--- src/rtl/mem_seq_pkg.sv ---
// mem_seq_pkg: shared types and widths for the word-level memory sequencer
package mem_seq_pkg;
  typedef enum logic [1:0] {IDLE, XFER, RESP} state_t;
  localparam int DEF_WORD_W = 16;
  localparam int SEL_W = 2;
endpackage

--- src/rtl/mem_bit_serdes.sv ---
// mem_bit_serdes: bit counter, write-word shift-out and read-word shift-in
module mem_bit_serdes #(
  parameter int WORD_W = 16
) (
  input  logic              clk,
  input  logic              rst,
  input  logic              load,
  input  logic              load_write,
  input  logic [WORD_W-1:0] load_word,
  input  logic              step,
  input  logic              mem_rdata,
  output logic              wbit,
  output logic              done,
  output logic [WORD_W-1:0] rword
);
  localparam int CW = $clog2(WORD_W);
  logic [CW-1:0] cnt_q, cnt_d;
  logic [WORD_W-1:0] wsh_q, wsh_d, rsh_q, rsh_d;
  logic wbit_q, wbit_d;
  assign done = step && cnt_q == CW'(WORD_W - 1);
  // rword is the completed word once the last bit is on mem_rdata
  assign rword = {mem_rdata, rsh_q[WORD_W-1:1]};
  assign wbit = wbit_q;
  always_comb begin
    cnt_d = cnt_q;
    wsh_d = wsh_q;
    rsh_d = rsh_q;
    wbit_d = wbit_q;
    if (load) begin
      cnt_d = '0;
      wsh_d = load_write ? load_word >> 1 : '0;
      wbit_d = load_write & load_word[0];
    end else if (step) begin
      cnt_d = done ? '0 : cnt_q + CW'(1);
      wsh_d = wsh_q >> 1;
      rsh_d = rword;
      wbit_d = !done & wsh_q[0];
    end
  end
  always_ff @(posedge clk or negedge rst)
    if (!rst) begin
      cnt_q <= '0;
      wsh_q <= '0;
      rsh_q <= '0;
      wbit_q <= 1'b0;
    end else begin
      cnt_q <= cnt_d;
      wsh_q <= wsh_d;
      rsh_q <= rsh_d;
      wbit_q <= wbit_d;
    end
endmodule

--- src/rtl/mem_word_seq.sv ---
// mem_word_seq: word read/write initiator driving a bit-serial memory port
module mem_word_seq
  import mem_seq_pkg::*;
#(
  parameter int WORD_W = DEF_WORD_W,
  parameter int ADDR_W = 20,
  parameter int BANK_W = SEL_W
) (
  input  logic              clk,
  input  logic              rst,
  input  logic              cmd_valid,
  output logic              cmd_ready,
  input  logic              cmd_write,
  input  logic [BANK_W-1:0] cmd_bank,
  input  logic [ADDR_W-1:0] cmd_addr,
  input  logic [WORD_W-1:0] cmd_wdata,
  output logic              rsp_valid,
  input  logic              rsp_ready,
  output logic [WORD_W-1:0] rsp_rdata,
  output logic              rsp_write,
  output logic              mem_read_rq,
  output logic              mem_write_rq,
  output logic [ADDR_W-1:0] mem_addr,
  output logic              mem_wdata,
  output logic [BANK_W-1:0] mem_sel,
  input  logic              mem_rdata
);
  state_t state_q, state_d;
  logic rsp_valid_q, rsp_valid_d, rsp_write_q, rsp_write_d;
  logic [WORD_W-1:0] rsp_rdata_q, rsp_rdata_d;
  logic rd_q, rd_d, wr_q, wr_d;
  logic [ADDR_W-1:0] addr_q, addr_d;
  logic [BANK_W-1:0] sel_q, sel_d;
  logic accept, step, done;
  logic [WORD_W-1:0] rword;
  assign cmd_ready = state_q == IDLE;
  assign accept = cmd_ready && cmd_valid;
  assign step = state_q == XFER;
  assign rsp_valid = rsp_valid_q;
  assign rsp_write = rsp_write_q;
  assign rsp_rdata = rsp_rdata_q;
  assign mem_read_rq = rd_q;
  assign mem_write_rq = wr_q;
  assign mem_addr = addr_q;
  assign mem_sel = sel_q;
  mem_bit_serdes #(.WORD_W(WORD_W)) u_serdes (
    .clk, .rst, .load(accept), .load_write(cmd_write), .load_word(cmd_wdata),
    .step, .mem_rdata, .wbit(mem_wdata), .done, .rword
  );
  // mem_* registers carry the latched command during XFER and are zero elsewhere
  always_comb begin
    state_d = state_q;
    rsp_valid_d = rsp_valid_q;
    rsp_write_d = rsp_write_q;
    rsp_rdata_d = rsp_rdata_q;
    rd_d = rd_q;
    wr_d = wr_q;
    addr_d = addr_q;
    sel_d = sel_q;
    if (accept) begin
      state_d = XFER;
      rd_d = !cmd_write;
      wr_d = cmd_write;
      addr_d = cmd_addr;
      sel_d = cmd_bank;
    end else if (done) begin
      state_d = RESP;
      rd_d = 1'b0;
      wr_d = 1'b0;
      addr_d = '0;
      sel_d = '0;
      rsp_valid_d = 1'b1;
      rsp_write_d = wr_q;
      rsp_rdata_d = rd_q ? rword : '0;
    end else if (step) begin
      addr_d = addr_q + ADDR_W'(1);
    end else if (state_q == RESP && rsp_ready) begin
      state_d = IDLE;
      rsp_valid_d = 1'b0;
    end
  end
  always_ff @(posedge clk or negedge rst)
    if (!rst) begin
      state_q <= IDLE;
      rsp_valid_q <= 1'b0;
      rsp_write_q <= 1'b0;
      rsp_rdata_q <= '0;
      rd_q <= 1'b0;
      wr_q <= 1'b0;
      addr_q <= '0;
      sel_q <= '0;
    end else begin
      state_q <= state_d;
      rsp_valid_q <= rsp_valid_d;
      rsp_write_q <= rsp_write_d;
      rsp_rdata_q <= rsp_rdata_d;
      rd_q <= rd_d;
      wr_q <= wr_d;
      addr_q <= addr_d;
      sel_q <= sel_d;
    end
endmodule

--- config.mk ---
export PLATFORM = sky130hd
export DESIGN_NAME = mem_word_seq
export DESIGN_NICKNAME = d
export VERILOG_FILES = /design/src/rtl/mem_seq_pkg.sv /design/src/rtl/mem_bit_serdes.sv /design/src/rtl/mem_word_seq.sv
export SDC_FILE = /design/constraint.sdc
export NUM_CORES = 1
export LEC_CHECK = 0
export BUFFER_PORTS_ARGS = -buffer_cell sky130_fd_sc_hd__buf_2
export CAP_MARGIN = 40
export CORE_AREA = 10 10 95 97
export CTS_CLUSTER_DIAMETER = 100
export DETAILED_ROUTE_END_ITERATION = 6
export DIE_AREA = 0 0 105 107
export PLACE_DENSITY = 0.85
export SYNTH_ARGS = -nofsm -noshare
export SYNTH_HDL_FRONTEND = slang
export SYNTH_SLANG_ARGS = --single-unit
--- constraint.sdc ---
create_clock -name clk -period 2.3 [get_ports clk]
set_input_delay 0.46 -clock clk [delete_from_list [all_inputs] [get_ports clk]]
set_output_delay 0.46 -clock clk [all_outputs]
set_load 0.01 [all_outputs]
==> run summary <==
Status = complete, no violations
Num rows = 31
Hold slack = 0.116 ns
Cell area after synthesis = 3780 sq um
Gpl congestion = 0.869
Total track usage = 0.180
Critical Path Source = mem_addr[0]
Yosys cell types = 49
Worst path top cell family by delay = simple AND/OR/NAND/NOR gates
RSZ-0062 raised after global routing = false
Max Freq = 0.506 GHz
TritonCTS buffer count = 9
CTS tree = done
Die footprint = 11200 sq um
Mapped Nets = 477
Synth top area share = 0.523
Worst path slowest cell = or4_4
Bufs and invs on worst path = 0
Starting Density = 0.530
GR Util met2 = 0.303
Clock latency on the worst-skew pair = 0.36 ns
Clock Skew = 0.0103 ns
Initial DRT Pass Iterations = 5
DPL Wire Length = 7.11 mm
RR Startpoint = mem_addr[0]
Hold Path Class = primary input to async pin
Hold buffers post-CTS = 0
# DRC = 0
Power Density = 568 nW/um^2
Crit path largest cell delay = 0.50 ns
Vias in the first global route = 3385
Syn-to-layout area delta = 20.8%
Largest cells by area after synthesis = dfrtp_1 (52%), nand2_1 (12%), nand3_1 (4.9%)
Share of flip-flops with an asynchronous set or reset = 1.00
Sequential cell area fraction in the yosys report = 0.523
Post-synth EDFFs = 0
Port bufs = 87
Crit. path cell count = 5
Hold Vio Cnt, Final = 0
# resized after CTS = 0
WL/cell = 16.2 um
Largest net degree at the start of global routing = 80
P_leak = 2.20 nW
Largest vdd supply drop = 0.000334 V
Reg clk slew, reported paths = 0.08 ns
Cell count after synthesis = 431
Gr busiest metal = met2
Htree depth = 3
Worst Path Required = 2.59 ns
Initial antenna violation count = 0
Critical Path Sink Type = register
Synth Flop Type = dfrtp_1
Final Max Tran Viols = 0
Critical path class = register to register
Yosys reg bits = 79
Slew @ Worst Pin = 0.672 ns
Max Cap Viol = 0
Setup bufs post-CTS = 0
CP max FO = 7
Crit path cell chain = ha_1 > nand4_1 > or4_4 > or4_1 > nand3_1
Die width = 105 um
Antenna diodes = 0
Critical path launch point type = register
Synth warn = 0
Crit path time final = 1.98 ns
WL final = 10.0 mm
Top-level I/O count = 88
Post-synth top area cell = dfrtp_1
Remaining global-route overflow = 0
Commonest cells in the netlist = nand2_1 (121), dfrtp_1 (79), nand3_1 (37)
Via density per instance = 5.69
Global-route met3 utilization = 0.0341
First DRT Iteration DRCs = 250
Avg Inst Size Synth = 8.78 sq um
Final Util = 0.640
Sink Count = 79
DR vias = 3520
Met1 global-route usage = 0.223
Die outline height = 107 um
Core area = 7140 sq um
Post-layout nets = 563
Worst r2r path cells = 5
Worst EP arrival = 2.27 ns
Layout cell share with drive strength beyond 1 = 0.237
Reg-to-reg endpoint = mem_addr[16]
Setup violators final = 0
TNS Setup = 0 ns
Most frequent cell after synthesis = nand2_1
Period utilisation layout = 0.859
Clock root buffer = clkbuf_8
Remaining antenna violation count after routing = 0
Crit path capture = mem_addr[16]
Max clock buf depth = 2
Max-slew headroom = 0.548
Setup slack, reg-to-reg = 0.32 ns
First-pass GRT wire length = 16.7 mm
-- worst register-to-register path: stages (launching register included) --
cell and delay, ns:
dfrtp_1 0.47, ha_1 0.24, nand4_1 0.21, or4_4 0.50, or4_1 0.41, nand3_1 0.09
-- stage by stage --
step / power [mW] / worst slack, ns / cell area, sq um / instances
floorplan: 1.53 / 0.440 / 3780 / 431
global placement: 1.63 / 0.434 / 4390 / 605
detailed placement: 1.64 / 0.365 / 4390 / 605
CTS: 2.61 / 0.340 / 4570 / 619
global route: 2.69 / 0.188 / 4570 / 619
finish: 2.59 / 0.324 / 4570 / 619
-- sequential cells by signal (all words and copies together) (netlist names) --
name	count
mem_addr	20
mem_read_rq	1
mem_sel	2
mem_write_rq	1
rsp_rdata	16
rsp_valid	1
rsp_write	1
state_q	2
u_serdes.cnt_q	4
u_serdes.rsh_q	15
u_serdes.wbit	1
u_serdes.wsh_q	15
-- area by class of cell --
cell class | instances | area [sq um]
clock buffers | 10 | 128
flip-flops and latches | 79 | 1980
repair buffers | 102 | 588
multi-input cells | 315 | 1670
fillers | 640 | 2570
inverters | 10 | 37.5
clock inverters | 4 | 48.8
well taps | 99 | 124
-- how the worst min path moves through the flow --
stage | endpoint | cells past startpoint | from
CTS | rsp_rdata[3] | 2 | rst
global placement | rsp_rdata[4] | 2 | rsp_rdata[4]
detailed placement | rsp_rdata[14] | 2 | rsp_rdata[14]
finish | mem_addr[4] | 2 | rst
global route | rsp_rdata[3] | 2 | rst
floorplan | mem_addr[0] | 0 | rst
-- layout by cell type (no fill, tap or decap), types with 2 or more instances in the layout --
cell type | netlist | final
a21o_1 | 2 | 2
a22oi_1 | 3 | 3
nor2_1 | 25 | 25
a31oi_1 | 15 | 15
nor3_1 | 5 | 5
and4_1 | 2 | 2
buf_4 | 0 | 13
nand4_1 | 11 | 11
a22o_1 | 2 | 2
o211ai_1 | 2 | 2
and3_1 | 4 | 4
nand2b_1 | 4 | 4
or3b_2 | 2 | 2
o31ai_1 | 5 | 5
or3_1 | 2 | 2
a211oi_1 | 4 | 4
or4bb_1 | 2 | 2
clkinv_2 | 0 | 2
o21ai_0 | 19 | 19
buf_2 | 4 | 86
dfrtp_1 | 79 | 79
clkbuf_8 | 0 | 9
mux2i_1 | 2 | 2
xnor2_1 | 8 | 8
nand2_1 | 121 | 121
ha_1 | 2 | 2
a21oi_1 | 6 | 6
or4_1 | 4 | 4
nand3_1 | 37 | 37
inv_1 | 10 | 10
nor4_1 | 7 | 7
buf_12 | 0 | 3
a221oi_1 | 2 | 2
-- power by group --
group	switching, mW	total, mW	leakage, nW	internal, mW
logic	0.0915	0.162	1.12	0.0700
registers	0.0284	1.45	0.991	1.42
clock network	0.498	0.986	0.0920	0.488
-- per-layer routing --
| metal | wire [um] | vias up |
|---|---|---|
| met1 | 4190 | 1691 |
| li1 | - | 1668 |
| met5 | 0 | - |
| met2 | 4980 | 139 |
| met3 | 644 | 22 |
| met4 | 218 | 0 |
-- kinds of logic (layout without fill, tap and decap cells) --
| group | Yosys count | count (layout) | synth area share |
|---|---|---|---|
| AND/OR/NAND/NOR | 233 | 233 | 0.285 |
| flip-flops | 79 | 79 | 0.523 |
| AO/OA/AOI/OAI | 69 | 69 | 0.121 |
| buffers and inverters | 37 | 126 | 0.0384 |
| XOR/XNOR | 9 | 9 | 0.0208 |
| adder cells (fa/ha/maj) | 2 | 2 | 0.00661 |
| multiplexers | 2 | 2 | 0.00529 |
Power figures use the tool's default switching activity.
